<file path="src/rtl/pclk_phase_seq_if.sv">
// Handshake and rail-drive bundle between the sequencer and its controller.
// Define PCLK_STALL_EN to add the stall input that freezes a running sequence.
interface pclk_phase_seq_if #(
  parameter int RAMP_BITS = 2
);
  logic                   start;
  logic                   stop;
`ifdef PCLK_STALL_EN
  logic                   stall;
`endif
  logic [4*RAMP_BITS-1:0] pclk_code;
  logic [7:0]             phase_state;
  logic [3:0]             eval;
  logic                   running;
  logic                   done;

  modport master (
`ifdef PCLK_STALL_EN
    output stall,
`endif
    output start, stop,
    input  pclk_code, phase_state, eval, running, done
  );

  modport slave (
`ifdef PCLK_STALL_EN
    input  stall,
`endif
    input  start, stop,
    output pclk_code, phase_state, eval, running, done
  );
endinterface

</file>
<file path="src/rtl/pclk_phase_seq.sv">
// Four-phase power-clock sequencer: quarter-period offset ramps per gate row.
// Optional feature macro PCLK_STALL_EN adds a stall input that freezes the sequence.
module pclk_phase_seq #(
  parameter int RAMP_BITS = 2,
  parameter int DIV       = 1
) (
  input  logic              clk,
  input  logic              rst,
  pclk_phase_seq_if.slave   bus
);

  localparam int CW = RAMP_BITS + 2;
  localparam int PW = (DIV > 1) ? $clog2(DIV) : 1;

  typedef enum logic [1:0] {
    ST_STOPPED  = 2'b00,
    ST_RUNNING  = 2'b01,
    ST_DRAINING = 2'b10
  } state_t;

  state_t               state, state_nxt;
  logic [CW-1:0]        cnt, cnt_nxt;
  logic [PW-1:0]        prediv, prediv_nxt;
  logic [3:0]           active, active_nxt;
  logic                 done_q, done_nxt;
  logic                 stalled;
  logic [1:0]           q_nxt;

  logic [1:0]           q;
  logic [RAMP_BITS-1:0] sub;
  logic [4*RAMP_BITS-1:0] code_w;
  logic [7:0]           pstate_w;
  logic [3:0]           eval_w;

`ifdef PCLK_STALL_EN
  assign stalled = bus.stall && (state != ST_STOPPED);
`else
  assign stalled = 1'b0;
`endif

  always_ff @(posedge clk or posedge rst) begin
    if (rst) begin
      state  <= ST_STOPPED;
      cnt    <= '0;
      prediv <= '0;
      active <= '0;
      done_q <= 1'b0;
    end else begin
      state  <= state_nxt;
      cnt    <= cnt_nxt;
      prediv <= prediv_nxt;
      active <= active_nxt;
      done_q <= done_nxt;
    end
  end

  // Active bits only change on the step tick that crosses into a quadrant boundary,
  // so a phase is enabled or retired only between whole ramps.
  always_comb begin
    state_nxt  = state;
    cnt_nxt    = cnt;
    prediv_nxt = prediv;
    active_nxt = active;
    done_nxt   = 1'b0;
    q_nxt      = cnt[CW-1 -: 2];

    if (!stalled) begin
      case (state)
        ST_STOPPED: begin
          if (bus.start) begin
            state_nxt  = ST_RUNNING;
            cnt_nxt    = '0;
            prediv_nxt = '0;
            active_nxt = 4'b0001;
          end
        end

        ST_RUNNING, ST_DRAINING: begin
          if (prediv == PW'(DIV - 1)) begin
            prediv_nxt = '0;
            cnt_nxt    = cnt + CW'(1);
            q_nxt      = cnt_nxt[CW-1 -: 2];
            if (cnt_nxt[RAMP_BITS-1:0] == '0) begin
              for (int k = 0; k < 4; k++) begin
                if (q_nxt == 2'(k))
                  active_nxt[k] = (state == ST_RUNNING);
                else if (q_nxt == 2'(k + 3))
                  active_nxt[k] = active[k] && (state != ST_DRAINING);
              end
            end
          end else begin
            prediv_nxt = prediv + PW'(1);
          end

          if (state == ST_RUNNING) begin
            if (bus.stop)
              state_nxt = ST_DRAINING;
          end else begin
            if (active_nxt == 4'b0000) begin
              state_nxt = ST_STOPPED;
              done_nxt  = 1'b1;
            end else if (bus.start && !bus.stop) begin
              state_nxt = ST_RUNNING;
            end
          end
        end

        default: begin
          state_nxt  = ST_STOPPED;
          active_nxt = '0;
        end
      endcase
    end
  end

  assign q   = cnt[CW-1 -: 2];
  assign sub = cnt[RAMP_BITS-1:0];

  // Each phase sees the global quadrant rotated by its index; inactive phases rest at IDLE.
  always_comb begin
    code_w   = '0;
    pstate_w = 8'hFF;
    eval_w   = '0;
    for (int k = 0; k < 4; k++) begin
      if (active[k]) begin
        case (2'(q - 2'(k)))
          2'd0: begin
            pstate_w[2*k +: 2]              = 2'b00;
            code_w[k*RAMP_BITS +: RAMP_BITS] = sub;
          end
          2'd1: begin
            pstate_w[2*k +: 2]              = 2'b01;
            code_w[k*RAMP_BITS +: RAMP_BITS] = '1;
            eval_w[k]                        = 1'b1;
          end
          2'd2: begin
            pstate_w[2*k +: 2]              = 2'b10;
            code_w[k*RAMP_BITS +: RAMP_BITS] = ~sub;
          end
          default: begin
            pstate_w[2*k +: 2]              = 2'b11;
            code_w[k*RAMP_BITS +: RAMP_BITS] = '0;
          end
        endcase
      end
    end
  end

  assign bus.pclk_code   = code_w;
  assign bus.phase_state = pstate_w;
  assign bus.eval        = eval_w;
  assign bus.running     = (state == ST_RUNNING) || (state == ST_DRAINING);
  assign bus.done        = done_q;

endmodule

</file>
<file path="src/flat_wrapper.sv">
// flat-port wrapper written by rule: the top's interface ports become plain ports
module pclk_phase_seq_flat 
#(
  parameter int RAMP_BITS = 2,
  parameter int DIV       = 1
)
  (clk, rst, bus_start, bus_stop, bus_pclk_code, bus_phase_state, bus_eval, bus_running, bus_done);
  pclk_phase_seq_if #(.RAMP_BITS(RAMP_BITS)) bus_i ();
  input  logic clk;
  input  logic rst;
  input wire logic [$bits(bus_i.start)-1:0] bus_start;
  input wire logic [$bits(bus_i.stop)-1:0] bus_stop;
  output wire logic [$bits(bus_i.pclk_code)-1:0] bus_pclk_code;
  output wire logic [$bits(bus_i.phase_state)-1:0] bus_phase_state;
  output wire logic [$bits(bus_i.eval)-1:0] bus_eval;
  output wire logic [$bits(bus_i.running)-1:0] bus_running;
  output wire logic [$bits(bus_i.done)-1:0] bus_done;
  assign bus_i.start = bus_start;
  assign bus_i.stop = bus_stop;
  assign bus_pclk_code = bus_i.pclk_code;
  assign bus_phase_state = bus_i.phase_state;
  assign bus_eval = bus_i.eval;
  assign bus_running = bus_i.running;
  assign bus_done = bus_i.done;
  pclk_phase_seq #(.RAMP_BITS(RAMP_BITS), .DIV(DIV)) u_core (.clk(clk), .rst(rst), .bus(bus_i));
endmodule
</file>
<file path="config.mk">
export PLATFORM = sky130hd
export DESIGN_NAME = pclk_phase_seq_flat
export DESIGN_NICKNAME = d
export VERILOG_FILES = /design/src/rtl/pclk_phase_seq_if.sv /design/src/rtl/pclk_phase_seq.sv /design/src/flat_wrapper.sv
export SDC_FILE = /design/constraint.sdc
export NUM_CORES = 1
export LEC_CHECK = 0
export ABC_AREA = 1
export CORE_UTILIZATION = 40
export CTS_CLUSTER_DIAMETER = 60
export DETAILED_ROUTE_END_ITERATION = 10
export PLACE_DENSITY = 0.78
export SLEW_MARGIN = 10
export SYNTH_ARGS = -nofsm -noshare
export SYNTH_HDL_FRONTEND = slang
export SYNTH_SLANG_ARGS = --single-unit
</file>
<file path="constraint.sdc">
create_clock -name clk -period 2.2 [get_ports clk]
set_clock_uncertainty 0.2 [all_clocks]
set_input_delay 0.22 -clock clk [delete_from_list [all_inputs] [get_ports clk]]
set_output_delay 0.22 -clock clk [all_outputs]
set_load 0.05 [all_outputs]
</file>
==> out/qor.log, run 1 <==
qor: power.power.density 1140 mW/mm^2
qor: clocking.post-cts-setup-buffers 0
qor: critical_path.critical-path-slowest-cell dfrtp_2
qor: critical_path.rrSetupSlack 0.24 ns
qor: power.p_leak 0.881 nW
qor: power.max-vdd-ir-drop 1.17 mV
qor: sta.totalNegativeSetupSlack 0 ns
qor: status.run_status finished clean
qor: critical_path.timing.critical_path.cells inv_2 > ha_2 > inv_1 > o21ai_0 > o21ai_0 > inv_1 > buf_12
qor: clocking.clock-root-buffer clkbuf_4
qor: logic_synthesis.avgSynthCellArea 6.54 um^2
qor: place.portBuffers 25
qor: detailed_routing.drt_first_iter_violations 34
qor: die.dieWidth 56.1 um
qor: final_layout.final_cell_count_no_fill 239
qor: detailed_routing.via_count 1169
qor: critical_path.crit_path_class flop to primary output
qor: die.floorplan.die_area 0.00315 mm^2
qor: final_layout.diodes 0
qor: sta.rsz0062_at_grt false
qor: logic_synthesis.number_of_instances_in_the_synthesized_netlist 179
qor: clocking.cts_num_sinks 11
qor: critical_path.critical-path-top-delay-family flip-flops
qor: place.dp.final_hpwl 2110 um
qor: clocking.tritoncts built
qor: logic_synthesis.yosys_warnings 0
qor: detailed_routing.wl_per_cell 11.0 um
qor: critical_path.timing.critical_path.from_type flop
qor: critical_path.cp.arrival 1.65 ns
qor: sta.finalMaxSlewViolations 0
qor: logic_synthesis.synth_top_flop_cell dfrtp_1
qor: critical_path.largest_stage_delay_worst_path 0.47 ns
qor: logic_synthesis.synth.most_common_cell nand2_1
qor: die.core_region_area 0.00276 mm^2
qor: die.initial_utilization 42.5%
qor: critical_path.reg2reg_depth 12
qor: worst_hold_path.class_of_the_most_critical_hold_timing_path input pin to async pin
qor: detailed_routing.dr.pass1.iters 4
qor: global_routing.global_route_wire_length_before_repair 4460 um
qor: place.place.gp.congestion 0.874
qor: final_layout.syn_to_final_growth 41.5%
qor: critical_path.r2r_start u_core.state[0]
qor: die.cell_row_count 19
qor: logic_synthesis.synth-seq-area-share 23.5%
qor: detailed_routing.drc 0
qor: detailed_routing.wirelength 2620 um
qor: critical_path.crit-reg2reg-capture u_core.state[0]
qor: clocking.cts.path.max_buffers 2
qor: critical_path.crit_buf_inv 4
qor: global_routing.grt_antenna_before_repair 0
qor: critical_path.worstPathMaxFanout 9
qor: global_routing.gr-usage-all-layers 17.7%
qor: global_routing.grt.overflow.total 0
qor: sta.fin_crit_sh 94.2%
qor: logic_synthesis.ys_seq_elements 11
qor: detailed_routing.vias_per_cell 4.89
qor: die.floorplan.io_pins 26
qor: global_routing.first_global_vias 1024
qor: logic_synthesis.post-synth-top-area-fraction 23.5%
qor: clocking.holdBufCountCts 0
qor: flow_run.max_cap_violations 0
qor: sta.hold_viol 0
qor: logic_synthesis.ys_top_cells_by_area dfrtp_1, nand2_1, ha_1, inv_1, nand3_1
qor: sta.maxClockFrequency 482 MHz
qor: clocking.cts_made_buffers 3
qor: logic_synthesis.synth_area 0.00117 mm^2
qor: logic_synthesis.synthDistinctLibCells 23
qor: final_layout.post_route_cells_drive_above_1_share 23.1%
qor: logic_synthesis.ys_top_cells_by_count nand2_1, inv_1, nand3_1
qor: critical_path.critical_path_required 1.78 ns
qor: final_layout.n_fill_cell 255
qor: global_routing.grt_max_degree 13
qor: clocking.cts-htree-levels 1
qor: logic_synthesis.synth-async-reset-ratio 100%
qor: logic_synthesis.synth_edf_count 0
qor: clocking.cts.reportedPaths.clkPinSlew 0.08 ns
qor: die.fp.dieH 56.1 um
qor: sta.setup_viol 0
qor: sta.transition_time_at_the_pin_with_the_least_slew_margin 0.502 ns
qor: critical_path.worstSetupEndpointType primary output
qor: final_layout.finish.net_count 226
qor: place.place.detailed.instances 235
qor: sta.timing.slew.headroom 66.4%
qor: clocking.clkLatencyLatePin 0.28 ns
qor: sta.finalWorstPathRequiredPeriod 2.07 ns
qor: logic_synthesis.postSynthNetCount 196
qor: detailed_routing.ant_nets 0
qor: logic_synthesis.synth_largest_area_cell dfrtp_1
[power by group]
part           switching [mW]  leakage, nW  internal [mW]  total, mW
clock network          0.0743       0.0177         0.0675      0.142
registers              0.0666        0.142          0.265      0.332
logic                   0.879        0.721          0.542       1.42
total                    1.02        0.881          0.875       1.89
[repair_timing]
item                                   in CTS  in global routing
pin swaps                                   0                  0
endpoints found under the hold margin       0                  0
resized for setup                           1                  4
setup endpoints to repair                   1                  6
cloned                                      0                  0
[cell type report]
type / instances / area [um^2] / share of cell area (%)
multi-input combinational: 125 / 728 / 44.0
timing repair buffer: 28 / 434 / 26.2
sequential: 11 / 278 / 16.8
inverter: 40 / 150 / 9.06
tap: 31 / 38.8 / 2.34
clock buffer: 3 / 22.5 / 1.36
clock inverter: 1 / 5.00 / 0.302
[through the flow]
| step | power, mW | worst slack, ns | area (um^2) | hold WS, ns | utilization (%) |
|---|---|---|---|---|---|
| 2_1_floorplan | 1.28 | 0.365 | 1170 | -0.128 | - |
| 3_3_place_gp | 1.74 | 0.286 | 1630 | 0.298 | 58.9 |
| 3_5_place_dp | 1.75 | 0.274 | 1630 | 0.311 | 58.9 |
| 4_1_cts | 1.90 | 0.0103 | 1650 | 0.0322 | 59.9 |
| 5_1_grt | 2.05 | 0.00862 | 1660 | 0.0804 | 60.1 |
| 6_report | 1.90 | 0.127 | 1660 | 0.0296 | 60.1 |
[cells by family after synthesis]
logic type	count (synthesis)	share of synthesized area, %
and+or+nand+nor	93	38.1
buffers and inverters	43	14.5
AOI/OAI and AO/OA	19	9.94
adders and majority gates	13	13.9
DFF	11	23.5
[registers in the layout, summed over array words and instances, names as in the netlist]
name,cells
u_core.state,2
u_core.cnt,4
u_core.active,4
u_core.bus.done,1
[routing by layer]
| layer | GRT usage, % | vias to the layer above | part of all wire [%] | wire (um) |
|---|---|---|---|---|
| li1 | - | 612 | - | - |
| met1 | 21.8 | 514 | 46 | 1200 |
| met2 | 31.3 | 36 | 48 | 1260 |
| met3 | 0.930 | 7 | 3.5 | 91 |
| met4 | 8.71 | 0 | 2.6 | 68 |
| met5 | 0 | - | 0 | 0 |
[how the worst max path moves through the flow]
stage | slack (ns) | from | depth (start not counted) | endpoint
global route | 0.009 | u_core.cnt[2] | 7 | bus_pclk_code[0]
CTS | 0.01 | u_core.cnt[2] | 7 | bus_pclk_code[1]
floorplan | 0.37 | u_core.cnt[2] | 6 | bus_pclk_code[0]
finish | 0.13 | u_core.cnt[2] | 7 | bus_pclk_code[1]
global placement | 0.29 | u_core.cnt[0] | 14 | u_core.state[0]
detailed placement | 0.27 | u_core.cnt[0] | 14 | u_core.state[0]
[layout by cell type, fill, tap and decap left out, types with 2 or more instances in the layout]
master and n:
buf_12 17, buf_4 6, clkbuf_4 3, clkdlybuf4s50_1 4, dfrtp_1 9, dfrtp_2 2
ha_1 12, inv_1 37, inv_2 3, nand2_1 49, nand2_2 8, nand2_4 2
nand3_1 17, nand4_1 4, nor2_1 8, o21ai_0 10, o22ai_1 5
Power figures use the tool's default switching activity.
==> inputs of run 2 (changes only) <==
--- a/config.mk
+++ b/config.mk
@@ -6,10 +6,12 @@
 export NUM_CORES = 1
 export LEC_CHECK = 0
 export ABC_AREA = 1
+export CORE_ASPECT_RATIO = 0.7
 export CORE_UTILIZATION = 40
 export CTS_CLUSTER_DIAMETER = 60
 export DETAILED_ROUTE_END_ITERATION = 10
 export PLACE_DENSITY = 0.78
+export SETUP_SLACK_MARGIN = 0.3
 export SLEW_MARGIN = 10
 export SYNTH_ARGS = -nofsm -noshare
 export SYNTH_HDL_FRONTEND = slang
==> run 2 against run 1 <==
Worst hold slack better by 0.054 ns. Critical path depth is 5 higher. Via count increased by 17%. Cell count is 8.8% higher. Design area grew 22%. Setup slack improved by 0.013 ns. Fmax rose by 0.65%. Global-route usage grew 5.3 points. First-iteration DRC count grew to 2.9 times the previous value. Count of clock-buffer cells in the layout unchanged.
==> out/qor.log, run 2 (synthesized netlist as in run 1, its figures left out) <==
qor: global_routing.grt.overflow.total 0 [unchanged]
qor: clocking.clkLatencyLatePin 0.25 ns [-0.03 ns]
qor: critical_path.timing.critical_path.cells buf_6 > buf_6 > nand4_1 > nand2_2 > nand3_2 > nand2_2 > nand2_2 > nor2_4 > nand3_4 > a21oi_4 > nand2_1 > o21ai_1
qor: die.floorplan.io_pins 26 [unchanged]
qor: clocking.cts_made_buffers 3 [unchanged]
qor: status.run_status finished clean
qor: global_routing.gr-usage-all-layers 23.0% [+5.3 points]
qor: detailed_routing.ant_nets 0 [unchanged]
qor: critical_path.crit_buf_inv 2 [-2]
qor: die.floorplan.die_area 0.00315 mm^2 [+0.10%]
qor: flow_run.max_cap_violations 0 [unchanged]
qor: final_layout.syn_to_final_growth 72.2%
qor: sta.timing.slew.headroom 65.2% [-1.3 points]
qor: place.portBuffers 25 [unchanged]
qor: critical_path.timing.critical_path.from_type flop
qor: power.max-vdd-ir-drop 0.657 mV [-44%]
qor: clocking.tritoncts built
qor: die.cell_row_count 16 [-3]
qor: sta.fin_crit_sh 93.6% [-0.61 points]
qor: detailed_routing.drt_first_iter_violations 100 [+190%]
qor: sta.rsz0062_at_grt true
qor: detailed_routing.dr.pass1.iters 5 [+1]
qor: final_layout.biggest_regs u_core.active x4, u_core.cnt x4, u_core.state x2
qor: detailed_routing.via_count 1363 [+17%]
qor: final_layout.final_common_cell nand2_1
qor: power.p_total 2.34 mW [+23%]
qor: power.power.density 1160 mW/mm^2 [+1.3%]
qor: critical_path.worstPathMaxFanout 6 [-3]
qor: die.fp.dieH 47.3 um [-16%]
qor: detailed_routing.drc 0 [unchanged]
qor: place.place.detailed.instances 240 [+2.1%]
qor: global_routing.grt_antenna_before_repair 0 [unchanged]
qor: critical_path.critical_path_required 2.17 ns [+0.39 ns]
qor: sta.finalMaxSlewViolations 0 [unchanged]
qor: final_layout.final_cell_count_no_fill 260 [+8.8%]
qor: power.p_leak 0.982 nW [+11%]
qor: sta.transition_time_at_the_pin_with_the_least_slew_margin 0.521 ns [+0.0185 ns]
qor: detailed_routing.vias_per_cell 5.24 [+7.2%]
qor: clocking.cts.reportedPaths.clkPinSlew 0.05 ns [-0.03 ns]
qor: global_routing.first_global_vias 1095 [+6.9%]
qor: detailed_routing.wirelength 4030 um [+54%]
qor: final_layout.finish.net_count 242 [+7.1%]
qor: place.dp.final_hpwl 2270 um [+7.3%]
qor: final_layout.diodes 0 [unchanged]
qor: sta.maxClockFrequency 485 MHz [+0.65%]
qor: global_routing.global_route_wire_length_before_repair 5260 um [+18%]
qor: critical_path.largest_stage_delay_worst_path 0.45 ns [-0.02 ns]
qor: sta.setup_viol 0 [unchanged]
qor: sta.totalNegativeSetupSlack 0 ns [unchanged]
qor: final_layout.post_route_cells_drive_above_1_share 46.0% [+23 points]
qor: die.core_region_area 0.00278 mm^2 [+0.91%]
qor: critical_path.crit_path_class flop to flop
qor: place.place.gp.congestion 0.954 [+9.2%]
qor: clocking.holdBufCountCts 0 [unchanged]
qor: critical_path.critical-path-slowest-cell dfrtp_2
qor: final_layout.commonest_non_fill_non_tap_cells_in_the_layout nand2_1, inv_1, buf_4
qor: die.dieWidth 66.7 um [+19%]
qor: detailed_routing.wl_per_cell 15.5 um [+42%]
qor: critical_path.crit_path_frequent_cell nand2_2
qor: clocking.cts-htree-levels 1 [unchanged]
qor: clocking.clock-root-buffer clkbuf_8
qor: global_routing.grt_max_degree 14 [+1]
qor: clocking.cts_num_sinks 11 [unchanged]
qor: worst_hold_path.class_of_the_most_critical_hold_timing_path input pin to async pin
qor: sta.hold-worst-slack 0.0839 ns [+0.0543 ns]
qor: final_layout.layout_utilization 72.5% [+12 points]
qor: critical_path.worstSetupEndpointType flop
qor: sta.hold_viol 0 [unchanged]
qor: die.initial_utilization 42.1% [-0.38 points]
qor: critical_path.cp.arrival 2.02 ns [+0.37 ns]
qor: sta.finalWorstPathRequiredPeriod 2.06 ns [-0.0134 ns]
qor: clocking.cts.path.max_buffers 2 [unchanged]
qor: critical_path.critical-path-top-delay-family simple AND/OR/NAND/NOR gates
run 2: changes by cell type in the layout (fill, tap and decap cells not counted), moves of 4 or more:
cell	previous run	this run
nor2_1	8	4
nand2_1	49	42
nand3_1	17	8
nand2_2	8	14
inv_2	3	7
nand3_2	1	10
ha_1	12	3
inv_1	37	29
buf_6	0	4
ha_4	0	7
buf_4	6	18
run 2: path summary, 6_finish.rpt:
kind | cells after the start | start | endpoint | slack [ns]
max in group asynchronous | 2 | rst | u_core.cnt[2] | 1.37
worst max register to register | 12 | u_core.cnt[1] | u_core.state[1] | 0.14
worst min register to register | 3 | u_core.state[0] | u_core.state[0] | 0.41
worst min-delay path | 2 | rst | u_core.active[0] | 0.08
min in group clk | 3 | u_core.state[0] | u_core.state[0] | 0.41
worst max-delay path | 12 | u_core.cnt[1] | u_core.state[1] | 0.14
run 2: through the flow:
step | setup WS (ns) | instance area, um^2
global placement | 0.166 | 1630
floorplan | 0.365 | 1170
detailed placement | 0.169 | 1630
finish | 0.140 | 2020
global route | -0.00443 | 2020
CTS | 0.241 | 1860
run 2: routing by layer:
| metal | track usage, % | up-vias | wire length, um |
|---|---|---|---|
| met4 | 8.09 | 0 | 89 |
| met3 | 4.85 | 12 | 402 |
| met2 | 36.6 | 82 | 1860 |
| li1 | - | 646 | - |
| met1 | 31.5 | 623 | 1680 |
| met5 | 0 | - | 0 |
run 2: power breakdown:
group / switching [mW] / total [mW] / internal (mW)
logic: 1.09 / 1.79 / 0.699
registers: 0.0706 / 0.338 / 0.267
clock network: 0.0858 / 0.211 / 0.125
run 2: cell type report:
class,instances,area (um^2)
clock buffer,3,41.3
inverter,40,165
fill,175,766
sequential,11,279
timing repair buffer,44,576
tap,36,45.0
multi-input combinational,125,906
clock inverter,1,5.00
run 2: what timing repair did:
action                                  CTS  global route
buffers inserted                          8             8
endpoints found under the setup margin   16            22
resized for setup                        35            30
gates cloned                              0             0
pin swaps                                12            12
==> inputs of run 3 (changes only) <==
--- a/config.mk
+++ b/config.mk
@@ -6,13 +6,12 @@
 export NUM_CORES = 1
 export LEC_CHECK = 0
 export ABC_AREA = 1
-export CORE_ASPECT_RATIO = 0.7
 export CORE_UTILIZATION = 40
 export CTS_CLUSTER_DIAMETER = 60
 export DETAILED_ROUTE_END_ITERATION = 10
 export PLACE_DENSITY = 0.78
 export SETUP_SLACK_MARGIN = 0.3
-export SLEW_MARGIN = 10
+export SLEW_MARGIN = 30
 export SYNTH_ARGS = -nofsm -noshare
 export SYNTH_HDL_FRONTEND = slang
 export SYNTH_SLANG_ARGS = --single-unit
==> run 3 against run 2 <==
Count of clock-buffer cells in the layout is the same. Via count shrank 2.2%. Cell count shrank 1.5%. Flip-flop and latch count is the same. Critical path depth shrank 5. Design area grew 1.6%. Sequential power is essentially flat. Largest cell class unchanged. Clock power shrank 32%.
==> out/qor.log, run 3 (synthesized netlist as in run 1, its figures left out) <==
qor: final_layout.commonest_non_fill_non_tap_cells_in_the_layout nand2_1, inv_1, buf_12
qor: sta.hold_viol 0 [unchanged]
qor: place.dp.final_hpwl 2110 um [-6.8%]
qor: sta.finalMaxSlewViolations 0 [unchanged]
qor: power.power.density 1160 mW/mm^2 [-0.20%]
qor: final_layout.n_fill_cell 173 [-1.1%]
qor: sta.setup_viol 0 [unchanged]
qor: clocking.cts.reportedPaths.clkPinSlew 0.08 ns [+0.03 ns]
qor: sta.timing.slew.headroom 66.4% [+1.3 points]
qor: clocking.cts_made_buffers 3 [unchanged]
qor: clocking.clock-root-buffer clkbuf_4
qor: clocking.clkLatencyLatePin 0.28 ns [+0.03 ns]
qor: detailed_routing.drt_first_iter_violations 40 [-60%]
qor: global_routing.grt_max_degree 13 [-1]
qor: global_routing.grt.overflow.total 0 [unchanged]
qor: die.core_region_area 0.00276 mm^2 [-0.90%]
qor: sta.totalNegativeSetupSlack 0 ns [unchanged]
qor: detailed_routing.vias_per_cell 5.21 [-0.67%]
qor: die.cell_row_count 19 [+3]
qor: detailed_routing.ant_nets 0 [unchanged]
qor: critical_path.rrSetupSlack 0.25 ns [+0.11 ns]
qor: detailed_routing.via_count 1333 [-2.2%]
qor: clocking.cts_num_sinks 11 [unchanged]
qor: clocking.cts.path.max_buffers 2 [unchanged]
qor: sta.hold-worst-slack 0.0352 ns [-0.0487 ns]
qor: critical_path.worstSetupEndpoint bus_pclk_code[4]
qor: critical_path.timing.critical_path.from u_core.cnt[2]
qor: status.run_status finished clean
qor: detailed_routing.wl_per_cell 14.4 um [-7.5%]
qor: die.fp.dieH 56.1 um [+19%]
qor: final_layout.final_common_cell nand2_1
qor: global_routing.first_global_vias 1261 [+15%]
qor: global_routing.gr-usage-all-layers 22.9% [-0.19 points]
qor: sta.fin_crit_sh 90.1% [-3.6 points]
qor: critical_path.crit_path_class flop to primary output
qor: final_layout.syn_to_final_growth 74.9%
qor: sta.maxClockFrequency 505 MHz [+4.0%]
qor: flow_run.max_cap_violations 0 [unchanged]
qor: place.place.gp.congestion 0.874 [-8.4%]
qor: die.initial_utilization 42.5% [+0.38 points]
qor: die.floorplan.io_pins 26 [unchanged]
qor: detailed_routing.dr.pass1.iters 4 [-1]
qor: critical_path.r2r_start u_core.state[0]
qor: sta.finalWorstPathRequiredPeriod 1.98 ns [-0.0787 ns]
qor: worst_hold_path.class_of_the_most_critical_hold_timing_path input pin to async pin
qor: place.portBuffers 25 [unchanged]
qor: clocking.cts-htree-levels 1 [unchanged]
qor: critical_path.reg2reg_depth 12 [unchanged]
qor: die.dieWidth 56.1 um [-16%]
qor: sta.transition_time_at_the_pin_with_the_least_slew_margin 0.502 ns [-0.0186 ns]
qor: power.max-vdd-ir-drop 1.39 mV [+110%]
qor: global_routing.grt_antenna_before_repair 0 [unchanged]
qor: critical_path.worstPathMaxFanout 6 [unchanged]
qor: final_layout.diodes 0 [unchanged]
qor: sta.rsz0062_at_grt true
qor: critical_path.cp.arrival 1.56 ns [-0.46 ns]
qor: critical_path.timing.critical_path.from_type flop
qor: final_layout.finish.net_count 243 [+0.41%]
qor: critical_path.critical_path_required 1.78 ns [-0.39 ns]
qor: die.floorplan.die_area 0.00315 mm^2 [-0.10%]
qor: clocking.tritoncts built
qor: critical_path.worstSetupEndpointType primary output
qor: critical_path.crit-reg2reg-capture u_core.state[0]
qor: global_routing.global_route_wire_length_before_repair 5710 um [+8.4%]
qor: final_layout.biggest_regs u_core.active x4, u_core.cnt x4, u_core.state x2
qor: power.p_leak 1.01 nW [+3.1%]
qor: detailed_routing.drc 0 [unchanged]
qor: detailed_routing.wirelength 3680 um [-8.9%]
qor: final_layout.post_route_cells_drive_above_1_share 44.9% [-1.1 points]
==> run 3: cell types whose count changed in the layout (fill, tap and decap cells not counted), moves of 4 or more <==
cell / before / now
o21ai_0: 8 / 2
nand2_2: 14 / 9
inv_1: 29 / 33
inv_2: 7 / 1
==> run 3: through the flow <==
| stage | utilization (%) | setup slack, ns | area (um^2) | total power [mW] | cells |
|---|---|---|---|---|---|
| after floorplan | - | 0.365 | 1170 | 1.28 | 179 |
| after global placement | 58.9 | 0.286 | 1630 | 1.74 | 235 |
| after detailed placement | 58.9 | 0.274 | 1630 | 1.75 | 235 |
| after CTS | 68.3 | 0.275 | 1880 | 2.12 | 251 |
| after global routing | 74.3 | 0.145 | 2050 | 2.52 | 256 |
| final | 74.3 | 0.219 | 2050 | 2.37 | 256 |
==> run 3: how the worst min path moves through the flow <==
| stage | endpoint | slack (ns) | startpoint | cells after the start |
|---|---|---|---|---|
| floorplan | u_core.active[0] | -0.13 | rst | 1 |
| global placement | u_core.cnt[0] | 0.30 | u_core.cnt[0] | 1 |
| detailed placement | u_core.cnt[0] | 0.31 | u_core.cnt[0] | 1 |
| CTS | u_core.state[1] | 0.03 | rst | 2 |
| global route | u_core.active[3] | 0.08 | rst | 2 |
| finish | u_core.state[1] | 0.04 | rst | 2 |
==> run 3: area by class of cell <==
cell class | instances | area, um^2 | area share, %
Timing Repair Buffer | 45 | 592 | 28.9
Sequential cell | 11 | 278 | 13.6
Clock buffer | 3 | 22.5 | 1.10
Inverter | 40 | 170 | 8.31
Clock inverter | 1 | 5.00 | 0.244
Tap cell | 31 | 38.8 | 1.89
Multi-Input combinational cell | 125 | 942 | 46.0
==> run 3: worst max-delay path: stages, from the launching register on <==
cell,delay (ns)
dfrtp_2,0.46
clkinv_4,0.12
ha_4,0.21
nand2_2,0.07
o21ai_2,0.05
o21ai_1,0.14
inv_1,0.09
buf_12,0.15
==> run 3: per-layer routing <==
layer | up-vias | share of wire (%) | global-route usage, %
met5 | - | 0 | 0
met1 | 612 | 39 | 28.2
li1 | 647 | - | -
met4 | 0 | 2.8 | 10.5
met2 | 63 | 54 | 40.6
met3 | 11 | 4.7 | 1.16
==> run 3: timing repair <==
action | 4_1_cts | 5_1_grt
setup endpoints to repair | 18 | 19
hold buffers | 0 | 0
resized for setup | 48 | 35
buffers inserted | 12 | 5
pin swaps | 14 | 16
==> run 3: power breakdown <==
part / switching, mW / total (mW) / internal (mW)
logic: 1.11 / 1.89 / 0.781
registers: 0.0732 / 0.338 / 0.265
clock network: 0.0751 / 0.143 / 0.0675
